**src/rtl/mem_arb_pkg.sv**
```systemverilog
// Shared types and defaults for the memory-side arbiter slice.
// Optional per-path beat statistics: define MEM_ARB_STATS_EN.
package mem_arb_pkg;

    typedef enum logic [1:0] {
        IDLE  = 2'd0,
        GNT   = 2'd1,
        DRAIN = 2'd2
    } arb_state_e;

    localparam logic PATH1 = 1'b0;
    localparam logic PATH2 = 1'b1;

    localparam int DEF_DWIDTH    = 8;
    localparam int DEF_AWIDTH    = 5;
    localparam int DEF_BURST_MAX = 10;

endpackage

```
**src/rtl/mem_arb_if.sv**
```systemverilog
// req/gnt/valid/data bundle between the two upstream paths and the arbiter.
// master = path side, slave = mem_arb_ctrl side.
interface mem_arb_if
    import mem_arb_pkg::*;
#(
    parameter int DWIDTH = DEF_DWIDTH
);

    logic              req1_i;
    logic              req2_i;
    logic              gnt1_o;
    logic              gnt2_o;
    logic              valid1_i;
    logic              valid2_i;
    logic [DWIDTH-1:0] data1_i;
    logic [DWIDTH-1:0] data2_i;

    modport master (
        output req1_i,
        output req2_i,
        output valid1_i,
        output valid2_i,
        output data1_i,
        output data2_i,
        input  gnt1_o,
        input  gnt2_o
    );

    modport slave (
        input  req1_i,
        input  req2_i,
        input  valid1_i,
        input  valid2_i,
        input  data1_i,
        input  data2_i,
        output gnt1_o,
        output gnt2_o
    );

endinterface

```
**src/rtl/mem_arb_ram.sv**
```systemverilog
// Write buffer: one write port, one registered read port.
// A read colliding with a write returns the old contents.
module mem_arb_ram
    import mem_arb_pkg::*;
#(
    parameter int DWIDTH = DEF_DWIDTH,
    parameter int AWIDTH = DEF_AWIDTH
) (
    input  logic              clk,
    input  logic              rst_n,
    input  logic              we,
    input  logic [AWIDTH-1:0] waddr,
    input  logic [DWIDTH-1:0] wdata,
    input  logic              re,
    input  logic [AWIDTH-1:0] raddr,
    output logic [DWIDTH-1:0] rdata,
    output logic              rvalid
);

    localparam int DEPTH = 2 ** AWIDTH;

    logic [DWIDTH-1:0] mem [DEPTH];

    // Array has no reset so it maps onto plain RAM.
    always_ff @(posedge clk) begin
        if (we) begin
            mem[waddr] <= wdata;
        end
    end

    always_ff @(posedge clk or negedge rst_n) begin
        if (!rst_n) begin
            rdata  <= '0;
            rvalid <= 1'b0;
        end else begin
            rvalid <= re;
            if (re) begin
                rdata <= mem[raddr];
            end
        end
    end

endmodule

```
**src/rtl/mem_arb_ctrl.sv**
```systemverilog
// Round-robin req/gnt arbiter for two paths feeding a sequential write buffer.
// Define MEM_ARB_STATS_EN to enable the per-path saturating beat counters.
module mem_arb_ctrl
    import mem_arb_pkg::*;
#(
    parameter int DWIDTH    = DEF_DWIDTH,
    parameter int AWIDTH    = DEF_AWIDTH,
    parameter int BURST_MAX = DEF_BURST_MAX
) (
    input  logic              clk,
    input  logic              rst_n,
    mem_arb_if.slave          bus,
    input  logic              clr_i,
    input  logic              rd_en_i,
    input  logic [AWIDTH-1:0] rd_addr_i,
    output logic [DWIDTH-1:0] rd_data_o,
    output logic              rd_valid_o,
    output logic [AWIDTH:0]   fill_o,
    output logic              full_o,
    output logic              err_o,
    output logic [15:0]       bcnt1_o,
    output logic [15:0]       bcnt2_o
);

    localparam int FW = AWIDTH + 1;
    localparam int BW = $clog2(BURST_MAX + 1);

    localparam logic [1:0] S_IDLE  = 2'(IDLE);
    localparam logic [1:0] S_GNT   = 2'(GNT);
    localparam logic [1:0] S_DRAIN = 2'(DRAIN);

    logic [1:0]    state_q;
    logic [1:0]    state_d;
    logic          owner_q;
    logic          owner_d;
    logic          last_q;
    logic          last_d;
    logic [BW-1:0] beats_q;
    logic [BW-1:0] beats_d;
    logic [BW-1:0] beats_inc;
    logic [FW-1:0] fill_q;
    logic [FW-1:0] fill_inc;
    logic          err_q;
    logic          gnt1_q;
    logic          gnt2_q;

    logic              full;
    logic              active;
    logic              own_req;
    logic              own_valid;
    logic              oth_valid;
    logic [DWIDTH-1:0] own_data;
    logic              accept;
    logic              err_set;
    logic              winner;
    logic              any_req;

    assign full      = fill_q[AWIDTH];
    assign active    = (state_q == S_GNT) || (state_q == S_DRAIN);
    assign any_req   = bus.req1_i | bus.req2_i;

    always_comb begin
        own_req   = bus.req1_i;
        own_valid = bus.valid1_i;
        own_data  = bus.data1_i;
        oth_valid = bus.valid2_i;
        if (owner_q == PATH2) begin
            own_req   = bus.req2_i;
            own_valid = bus.valid2_i;
            own_data  = bus.data2_i;
            oth_valid = bus.valid1_i;
        end
    end

    assign accept  = active & own_valid & ~full & ~clr_i;
    assign err_set = active ? (oth_valid | (own_valid & full))
                            : (bus.valid1_i | bus.valid2_i);

    assign beats_inc = beats_q + BW'(accept);
    assign fill_inc  = fill_q + FW'(accept);

    // Contention goes to whichever path was not served last.
    always_comb begin
        winner = bus.req2_i ? PATH2 : PATH1;
        if (bus.req1_i && bus.req2_i) begin
            winner = ~last_q;
        end
    end

    always_comb begin
        state_d = state_q;
        owner_d = owner_q;
        last_d  = last_q;
        beats_d = beats_q;
        unique case (state_q)
            S_IDLE: begin
                if (!full && any_req) begin
                    state_d = S_GNT;
                    owner_d = winner;
                    beats_d = '0;
                end
            end
            S_GNT: begin
                beats_d = beats_inc;
                if (clr_i || !own_req ||
                    beats_inc == BW'(BURST_MAX) ||
                    fill_inc[AWIDTH]) begin
                    state_d = S_DRAIN;
                end
            end
            S_DRAIN: begin
                state_d = S_IDLE;
                last_d  = owner_q;
            end
            default: begin
                state_d = S_IDLE;
            end
        endcase
    end

    always_ff @(posedge clk or negedge rst_n) begin
        if (!rst_n) begin
            state_q <= S_IDLE;
            owner_q <= PATH1;
            last_q  <= PATH2;
            beats_q <= '0;
            gnt1_q  <= 1'b0;
            gnt2_q  <= 1'b0;
        end else begin
            state_q <= state_d;
            owner_q <= owner_d;
            last_q  <= last_d;
            beats_q <= beats_d;
            gnt1_q  <= (state_d == S_GNT) && (owner_d == PATH1);
            gnt2_q  <= (state_d == S_GNT) && (owner_d == PATH2);
        end
    end

    // The pointer never wraps, so fill doubles as the write address.
    always_ff @(posedge clk or negedge rst_n) begin
        if (!rst_n) begin
            fill_q <= '0;
            err_q  <= 1'b0;
        end else if (clr_i) begin
            fill_q <= '0;
            err_q  <= 1'b0;
        end else begin
            fill_q <= fill_inc;
            err_q  <= err_q | err_set;
        end
    end

    mem_arb_ram #(
        .DWIDTH (DWIDTH),
        .AWIDTH (AWIDTH)
    ) u_ram (
        .clk    (clk),
        .rst_n  (rst_n),
        .we     (accept),
        .waddr  (fill_q[AWIDTH-1:0]),
        .wdata  (own_data),
        .re     (rd_en_i),
        .raddr  (rd_addr_i),
        .rdata  (rd_data_o),
        .rvalid (rd_valid_o)
    );

`ifdef MEM_ARB_STATS_EN
    logic [15:0] cnt1_q;
    logic [15:0] cnt2_q;

    always_ff @(posedge clk or negedge rst_n) begin
        if (!rst_n) begin
            cnt1_q <= '0;
            cnt2_q <= '0;
        end else if (clr_i) begin
            cnt1_q <= '0;
            cnt2_q <= '0;
        end else if (accept) begin
            if (owner_q == PATH1 && cnt1_q != 16'hFFFF) begin
                cnt1_q <= cnt1_q + 16'd1;
            end
            if (owner_q == PATH2 && cnt2_q != 16'hFFFF) begin
                cnt2_q <= cnt2_q + 16'd1;
            end
        end
    end

    assign bcnt1_o = cnt1_q;
    assign bcnt2_o = cnt2_q;
`else
    assign bcnt1_o = '0;
    assign bcnt2_o = '0;
`endif

    assign bus.gnt1_o = gnt1_q;
    assign bus.gnt2_o = gnt2_q;
    assign fill_o     = fill_q;
    assign full_o     = full;
    assign err_o      = err_q;

endmodule

```
**src/flat_wrapper.sv**
```systemverilog
// flat-port wrapper written by rule: the top's interface ports become plain ports
module mem_arb_ctrl_flat import mem_arb_pkg::*;
#(
    parameter int DWIDTH    = DEF_DWIDTH,
    parameter int AWIDTH    = DEF_AWIDTH,
    parameter int BURST_MAX = DEF_BURST_MAX
)
  (clk, rst_n, clr_i, rd_en_i, rd_addr_i, rd_data_o, rd_valid_o, fill_o, full_o, err_o, bcnt1_o, bcnt2_o, bus_req1_i, bus_req2_i, bus_valid1_i, bus_valid2_i, bus_data1_i, bus_data2_i, bus_gnt1_o, bus_gnt2_o);
  mem_arb_if #(.DWIDTH(DWIDTH)) bus_i ();
  input  logic clk;
  input  logic rst_n;
  input  logic clr_i;
  input  logic rd_en_i;
  input  logic [AWIDTH-1:0] rd_addr_i;
  output logic [DWIDTH-1:0] rd_data_o;
  output logic rd_valid_o;
  output logic [AWIDTH:0] fill_o;
  output logic full_o;
  output logic err_o;
  output logic [15:0] bcnt1_o;
  output logic [15:0] bcnt2_o;
  input wire logic [$bits(bus_i.req1_i)-1:0] bus_req1_i;
  input wire logic [$bits(bus_i.req2_i)-1:0] bus_req2_i;
  input wire logic [$bits(bus_i.valid1_i)-1:0] bus_valid1_i;
  input wire logic [$bits(bus_i.valid2_i)-1:0] bus_valid2_i;
  input wire logic [$bits(bus_i.data1_i)-1:0] bus_data1_i;
  input wire logic [$bits(bus_i.data2_i)-1:0] bus_data2_i;
  output wire logic [$bits(bus_i.gnt1_o)-1:0] bus_gnt1_o;
  output wire logic [$bits(bus_i.gnt2_o)-1:0] bus_gnt2_o;
  assign bus_i.req1_i = bus_req1_i;
  assign bus_i.req2_i = bus_req2_i;
  assign bus_i.valid1_i = bus_valid1_i;
  assign bus_i.valid2_i = bus_valid2_i;
  assign bus_i.data1_i = bus_data1_i;
  assign bus_i.data2_i = bus_data2_i;
  assign bus_gnt1_o = bus_i.gnt1_o;
  assign bus_gnt2_o = bus_i.gnt2_o;
  mem_arb_ctrl #(.DWIDTH(DWIDTH), .AWIDTH(AWIDTH), .BURST_MAX(BURST_MAX)) u_core (.clk(clk), .rst_n(rst_n), .bus(bus_i), .clr_i(clr_i), .rd_en_i(rd_en_i), .rd_addr_i(rd_addr_i), .rd_data_o(rd_data_o), .rd_valid_o(rd_valid_o), .fill_o(fill_o), .full_o(full_o), .err_o(err_o), .bcnt1_o(bcnt1_o), .bcnt2_o(bcnt2_o));
endmodule
```
**config.mk**
```make
export PLATFORM = sky130hd
export DESIGN_NAME = mem_arb_ctrl_flat
export DESIGN_NICKNAME = d
export VERILOG_FILES = /design/src/rtl/mem_arb_pkg.sv /design/src/rtl/mem_arb_if.sv /design/src/rtl/mem_arb_ram.sv /design/src/rtl/mem_arb_ctrl.sv /design/src/flat_wrapper.sv
export SDC_FILE = /design/constraint.sdc
export NUM_CORES = 1
export LEC_CHECK = 0
export BUFFER_PORTS_ARGS = -buffer_cell sky130_fd_sc_hd__clkbuf_2
export CORE_UTILIZATION = 30
export CTS_CLUSTER_DIAMETER = 200
export DETAILED_ROUTE_END_ITERATION = 10
export HOLD_SLACK_MARGIN = 0.15
export PLACE_DENSITY = 0.54
export SLEW_MARGIN = 25
export SYNTH_ARGS = -nofsm -noshare
export SYNTH_HDL_FRONTEND = slang
export SYNTH_SLANG_ARGS = --single-unit
```
**constraint.sdc**
```tcl
create_clock -name clk -period 2.9 [get_ports clk]
set_input_delay 0.29 -clock clk [delete_from_list [all_inputs] [get_ports clk]]
set_output_delay 0.29 -clock clk [all_outputs]
set_load 0.02 [all_outputs]
```
* Yosys cells after proc, flatten, opt, wreduce, memory -nomap -nowiden
Memories as Yosys holds them, arrays and structs flattened. A register that Yosys moved wholly into a read port is not among the register bits.
Cells that the tools add are included.
** Operators by class
- Bitwise logic cells :: 12
- Equality and inequality tests :: 5
- Reduce and logical (&&, ||, !) cells :: 14
- $add $sub $neg :: 2
- Muxes and demuxes :: 18
** Operator list (number)
- 1-bit two-way mux :: 11
- 8-bit two-way mux :: 1
- 4-bit case mux with 2 select lines :: 1
- 6-bit by 1-bit adder with 6-bit output :: 1
- 6-bit two-way mux :: 1
- 4-bit by 1-bit adder with 4-bit output :: 1
- 1-bit bitwise AND :: 4
- 2-bit by 1-bit equality test with 1-bit output (second input constant) :: 2
- 4-bit equality test (second input constant) :: 1
- 1-bit logical AND :: 4
- 1-bit logical OR :: 4
- 2-bit two-way mux :: 2
- 4-bit two-way mux :: 1
- 1-bit NOT :: 4
- 1-bit OR :: 4
- 2-bit case mux with 2 select lines :: 1
- 1-bit zero test :: 3
- 2-bit equality test (second input constant) :: 1
- 2-bit zero test :: 1
- 2-bit by 1-bit != test with 1-bit output (second input constant) :: 1
- 2-bit AND reduction :: 1
- 2-bit nonzero test :: 1
** Word-level totals
- Output and inout bits :: 51
- Bits in registers :: 18
- Memories kept :: 1
- Input bits :: 29
- Memory bits (writable) :: 256
- Word-level logic and storage cells :: 61
** Memories
- u_core.u_ram.mem :: depth 32, bits a word 8, rd ports 1, clocked after Yosys merged registers in 1, write ports 1, line mem_arb_ram.sv:22 : logic [DWIDTH-1:0] mem [DEPTH];

* Depth between registers and ports, before layout
- Word-level depth :: 13
- Mapped depth :: 11
- Depth with buffers taken out :: 11

* Hierarchy
A second synthesis with hierarchy kept.
** Second synthesis, totals
- Cell total of the unflattened synthesis :: 724
- Area total of the unflattened synthesis :: 11740.0 µm²
** By module, submodules not included
- mem_arb_ram :: area an instance 10446.3 µm², cells an instance 592, seq. area each 7912.6 µm², times used 1
- mem_arb_ctrl :: area an instance 1293.7 µm², cells an instance 132, seq. area each 426.7 µm², times used 1

* Worst setup path before layout
OpenSTA, ideal clock, no wires.
- Kind :: flip-flop to flip-flop
- From :: reg u_core.state_q[0]
- To :: mem u_core.u_ram.mem[0][0] (netlist bit), enable pin
- Data required time :: 2.530 ns
- Slack :: 0.610 ns
- Library setup time :: 0.370 ns
- Arrival :: 1.920 ns
- Clock period less this slack :: 2.290 ns
- Path buffers :: 1
- Stages on the path, launching flop included :: 8
- Cells stage by stage :: dfrtp_1 inv_1 ha_1 nand2b_1 nor3_2 or3b_1 clkbuf_1 nor2_1
** Between the ends
- Longest elaborated chain between the ends :: 7
- Elaborated cells on any way between the ends :: 8
- Those cells by class :: eq/ne (2); mux (2); bitwise (3); reduce/logical (1)
** Ends and longest elaborated chain
- start, declared :: line mem_arb_ctrl.sv:32 : logic [1:0] state_q;
- start signal, assigned :: line mem_arb_ctrl.sv:130 : state_q <= state_d;
- 2-bit by 1-bit equality test with 1-bit output or 2-bit equality test (tied branches) :: line mem_arb_ctrl.sv:59 : assign active = (state_q == S_GNT) || (state_q == S_DRAIN);
- 1-bit logical OR * :: line mem_arb_ctrl.sv:59
- 1-bit bitwise AND * (3 in a row) :: line mem_arb_ctrl.sv:75 : assign accept = active & own_valid & ~full & ~clr_i;
- 1-bit two-way mux * :: line mem_arb_ram.sv:26 : if (we) begin
- 1-bit two-way mux (implied by the code) * :: line mem_arb_ram.sv:27 : mem[waddr] <= wdata;
- end, declared :: line mem_arb_ram.sv:22
Every way passes the cells marked *; elsewhere a longest branch is shown, timed or not.

* Worst setup path in the final report
- From :: reg u_core.state_q[0]
- To :: reg u_core.gnt2_q (netlist: u_core.bus.gnt2_o)
** Between the ends
- Longest elaborated chain between the ends :: 13
- Elaborated cells on any way between the ends :: 18
- Those cells by class :: add/sub (2); eq/ne (4); mux (4); bitwise (3); reduce/logical (5)
** Ends and longest elaborated chain
- 2-bit by 1-bit equality test with 1-bit output or 2-bit equality test (tied branches) :: line mem_arb_ctrl.sv:59, mem_arb_ctrl.sv:95
- 1-bit logical OR :: line mem_arb_ctrl.sv:59
- 1-bit bitwise AND (3 in a row) :: line mem_arb_ctrl.sv:75
- 4-bit by 1-bit adder with 4-bit output :: line mem_arb_ctrl.sv:79 : assign beats_inc = beats_q + BW'(accept);
- 4-bit equality test :: line mem_arb_ctrl.sv:106 : beats_inc == BW'(BURST_MAX) ||
- 1-bit logical OR :: line mem_arb_ctrl.sv:105 : if (clr_i || !own_req ||
- 1-bit logical OR :: line mem_arb_ctrl.sv:106
- 2-bit two-way mux :: line mem_arb_ctrl.sv:105
- 2-bit case mux with 2 select lines :: line mem_arb_ctrl.sv:95 : unique case (state_q)
- 2-bit by 1-bit equality test with 1-bit output :: line mem_arb_ctrl.sv:135 : gnt2_q <= (state_d == S_GNT) && (owner_d == PATH2);
- 1-bit logical AND * :: line mem_arb_ctrl.sv:135
- end signal, assigned :: line mem_arb_ctrl.sv:135
- end, declared :: line mem_arb_ctrl.sv:45 : logic gnt2_q;
Marked as above.
A chain may end at the register's enable or synchronous reset.

==> flow_metrics.py <==
metrics = {
    "placement": {
        "placedCellCount": 1292,
        "dp_slack_ns": 0.2973,
        "numPortBuffers": 47,
        "dp_hpwl_um": 16420,
        "globalplace.congestion": 0.7540,
    },
    "critical_path": {
        "crit_type": "flop to flop",
        "critical_path.max_fanout": 6,
        "arrival_ns": 2.98,
        "crit_path_end_kind": "flop",
        "crit_slowest_cell": "dfrtp_1",
        "slowest_delay_ns": 0.37,
        "cp_cell_sequence": "inv_1 > ha_1 > nand2b_1 > nor3_2 > ha_1 > ha_1 > xnor2_1 > nand3b_1 > o2111ai_1 > a221oi_1 > and2_1",
        "crit_required_ns": 3.33,
        "start_kind": "flop",
        "cp_common_cell": "ha_1",
    },
    "grt": {
        "grt_pass1_vias": 6243,
        "grt_pass1_wl_um": 38700,
        "grt_usage_pct": 13.21,
        "antenna_found_initial": 0,
        "grt_remaining_overflow": 0,
        "grt_start_max_net_pins": 36,
    },
    "floorplanning": {
        "ioPinCount": 80,
        "fp-row-count": 71,
        "chipHeight_um": 199.1,
        "fp.dieW_um": 199.1,
        "dieArea_mm2": 0.03962,
        "initial_core_util_pct": 30.71,
        "core_mm2": 0.03793,
    },
    "power_and_ir_drop": {
        "p_switching_mw": 2.431,
        "power_frac_clock_pct": 35.8,
        "combPwrFrac_pct": 13.3,
        "vdd_ir_drop_max_mv": 0.5770,
        "internal_power_mw": 7.231,
        "p_leak_nw": 4.912,
        "power_frac_seq_pct": 50.9,
        "power_density_mw_per_mm2": 710.3,
        "netSwitchingFraction_pct": 25.16,
    },
    "route": {
        "drtIter0Drc": 444,
        "vias_per_cell": 4.626,
        "wl_um": 26210,
        "drtAntennaViolNets": 0,
        "drtPass1Iterations": 7,
        "wl_per_cell_um": 19.40,
        "drc_errors": 0,
        "vias": 6250,
    },
    "logic_synthesis": {
        "synthDistinctLibCells": 39,
        "ys_seq_area_share_pct": 71.58,
        "synth_cells": 726,
        "async_reset_ff_share_pct": 9.220,
        "synthFlopType": "edfxtp_1",
        "netlist_area_mm2": 0.01165,
        "synth_edf_count": 256,
        "synth_seq_cells": 282,
        "syn_avg_cell_area_um2": 16.05,
        "yosys_warnings": 0,
    },
    "final_layout": {
        "multi_input_area_mm2": 0.002963,
        "syn_to_final_growth_pct": 16.75,
        "area.sequential_mm2": 0.008339,
        "diodes": 0,
        "drive_gt1_share_pct": 19.29,
        "layout.nets": 855,
        "finish.cell_count_without_fillers": 1351,
        "nFillCells": 3638,
    },
    "timing": {
        "rsz0062_at_grt": "no",
        "fin_crit_ns": 2.552,
        "drv_slew": 0,
        "finalHoldViolations": 0,
        "timing.hold.ws_ns": 0.1726,
        "period_share_pct": 87.99,
        "tightestPinTransition_ns": 0.8178,
        "worst_slew_margin_rel_pct": 45.48,
        "fin_setup_tns_ns": 0,
        "fin_ws_ns": 0.3484,
        "fin_skew_ns": 0.01178,
        "clock.fmax_ghz": 0.3919,
        "setup_viol": 0,
    },
    "clock_network": {
        "numCtsBuffers": 29,
        "cts_setup_buffers": 0,
        "clk_latency_ns": 0.54,
        "clkTransAtPathRegs_ns": 0.06,
        "clock-sinks": 282,
        "cts_tree": "yes",
        "clk_path_buf_depth": 3,
        "cts_root_buf": "clkbuf_16",
        "ctsHtreeMaxLevel": 1,
    },
    "flow_run": {
        "maxCapViolations": 0,
    },
    "min_path": {
        "hold_class": "input port to flop",
    },
    "run_status": {
        "outcome": "completed",
    },
}
## timing repair
item	in CTS	in global routing
setup endpoints to repair	0	0
hold buffers	7	0
endpoints found under the hold margin	35	0
resized for setup	0	0
## cells in the mapped netlist, types with 2 or more instances
cell / count / area (um2)
nor2b_1: 6 / 37.54
a21oi_1: 36 / 180.2
nand2_1: 14 / 52.55
dfrtp_1: 25 / 625.6
and2_1: 2 / 12.51
nand3_1: 5 / 25.02
xor2_1: 3 / 26.28
nor2_1: 43 / 161.4
mux2i_1: 130 / 1301
or3_1: 2 / 12.51
o21ai_0: 5 / 25.02
nor4_1: 8 / 50.05
clkbuf_1: 19 / 71.32
buf_1: 2 / 7.510
xnor2_1: 2 / 17.52
edfxtp_1: 256 / 7687
buf_4: 46 / 345.3
nand3b_1: 6 / 45.04
buf_2: 5 / 25.02
inv_1: 4 / 15.01
a22oi_1: 64 / 480.5
ha_1: 7 / 87.58
nand2b_1: 3 / 18.77
mux2_2: 18 / 202.7
## final timing paths
check                                      start               endpoint  slack [ns]  depth (start not counted)
setup / recovery               u_core.state_q[0]      u_core.bus.gnt2_o        0.35                         11
hold / removal                        bus_req1_i      u_core.bus.gnt1_o        0.17                          4
setup reg to reg               u_core.state_q[0]      u_core.bus.gnt2_o        0.35                         11
hold reg to reg            u_core.u_ram.rdata[5]  u_core.u_ram.rdata[5]        0.51                          1
max in group asynchronous                  rst_n  u_core.u_ram.rdata[2]        2.03                          2
min in group asynchronous                  rst_n      u_core.bus.gnt2_o        0.37                          2
## cell type report
cell class	instances	area share (%)
sequential	282	61.31
multi-input combinational	398	21.78
timing repair buffer	104	5.602
clock buffer	33	5.446
tap	511	4.701
clock inverter	19	1.049
inverter	4	0.1104
## cell usage in the layout (no fill, tap or decap), types with 4 or more instances in the layout
| master | synthesis | routed |
|---|---|---|
| edfxtp_1 | 256 | 256 |
| mux2i_1 | 130 | 130 |
| a22oi_1 | 64 | 64 |
| clkbuf_2 | 0 | 46 |
| buf_4 | 46 | 44 |
| nor2_1 | 43 | 42 |
| a21oi_1 | 36 | 36 |
| conb_1 | 1 | 32 |
| clkbuf_16 | 0 | 29 |
| dfrtp_1 | 25 | 25 |
| mux2_2 | 18 | 18 |
| nand2_1 | 14 | 14 |
| nor4_1 | 8 | 8 |
| clkinv_1 | 0 | 8 |
| ha_1 | 7 | 7 |
| clkinv_2 | 0 | 7 |
| dlygate4sd3_1 | 0 | 7 |
| nand3b_1 | 6 | 6 |
| buf_12 | 0 | 6 |
| nand3_1 | 5 | 5 |
| o21ai_0 | 5 | 5 |
| inv_1 | 4 | 4 |
| nor2b_1 | 6 | 4 |
| clkbuf_1 | 19 | 4 |
## worst max-delay path: cells and delay by family, from the launching register on
family	cells	cell delay, ns
compound gates	2	0.45
buf+inv	1	0.09
flops	1	0.37
simple gates	4	0.67
fa+ha+maj	3	0.73
xor+xnor	1	0.13
## registers in the layout, summed over array words and instances, names as in the netlist
name and cells:
u_core.beats_q 4, u_core.bus.gnt1_o 1, u_core.bus.gnt2_o 1, u_core.err_o 1, u_core.fill_o 6, u_core.last_q 1
u_core.owner_q 1, u_core.state_q 2, u_core.u_ram.mem 256, u_core.u_ram.rdata 8, u_core.u_ram.rvalid 1
## metal layers
metal  wire length, um  track usage, %  up-vias  part of all wire [%]
li1                  -               -     2918                     -
met1             12030           18.08     3133                    46
met2             12700           22.40      167                    48
met3              1028           1.435       32                   3.9
met4               444           3.105        0                   1.7
met5                 0               0        -                     0
## metrics by stage
stage / instance area, um2 / total power [mW] / util [%]
floorplan: 11770 / 5.785 / -
detailed placement: 12650 / 6.290 / 33.34
CTS: 13600 / 9.769 / 35.86
global route: 13600 / 10.01 / 35.86
global placement: 12650 / 6.274 / 33.34
finish: 13600 / 9.662 / 35.86
## logic make-up (layout without fill, tap and decap cells)
logic type | count (synthesis) | in the layout | share of synthesized area [%]
xor+xnor | 5 | 5 | 0.3760
fa+ha+maj | 7 | 7 | 0.7518
flops | 282 | 282 | 71.58
simple gates | 93 | 93 | 3.856
compound gates | 113 | 113 | 6.444
buf+inv | 77 | 160 | 4.049
other cells | 1 | 32 | 0.03219
mux | 148 | 148 | 12.91
## power groups by stage
stage	combinational, mW	sequential [mW]	clock, mW
after floorplan	0.757	5.03	0
after global placement	1.27	5.00	0
after detailed placement	1.29	5.00	0
after CTS	1.32	4.92	3.53
after global routing	1.40	4.93	3.68
final	1.28	4.92	3.46
Power figures use the tool's default switching activity.
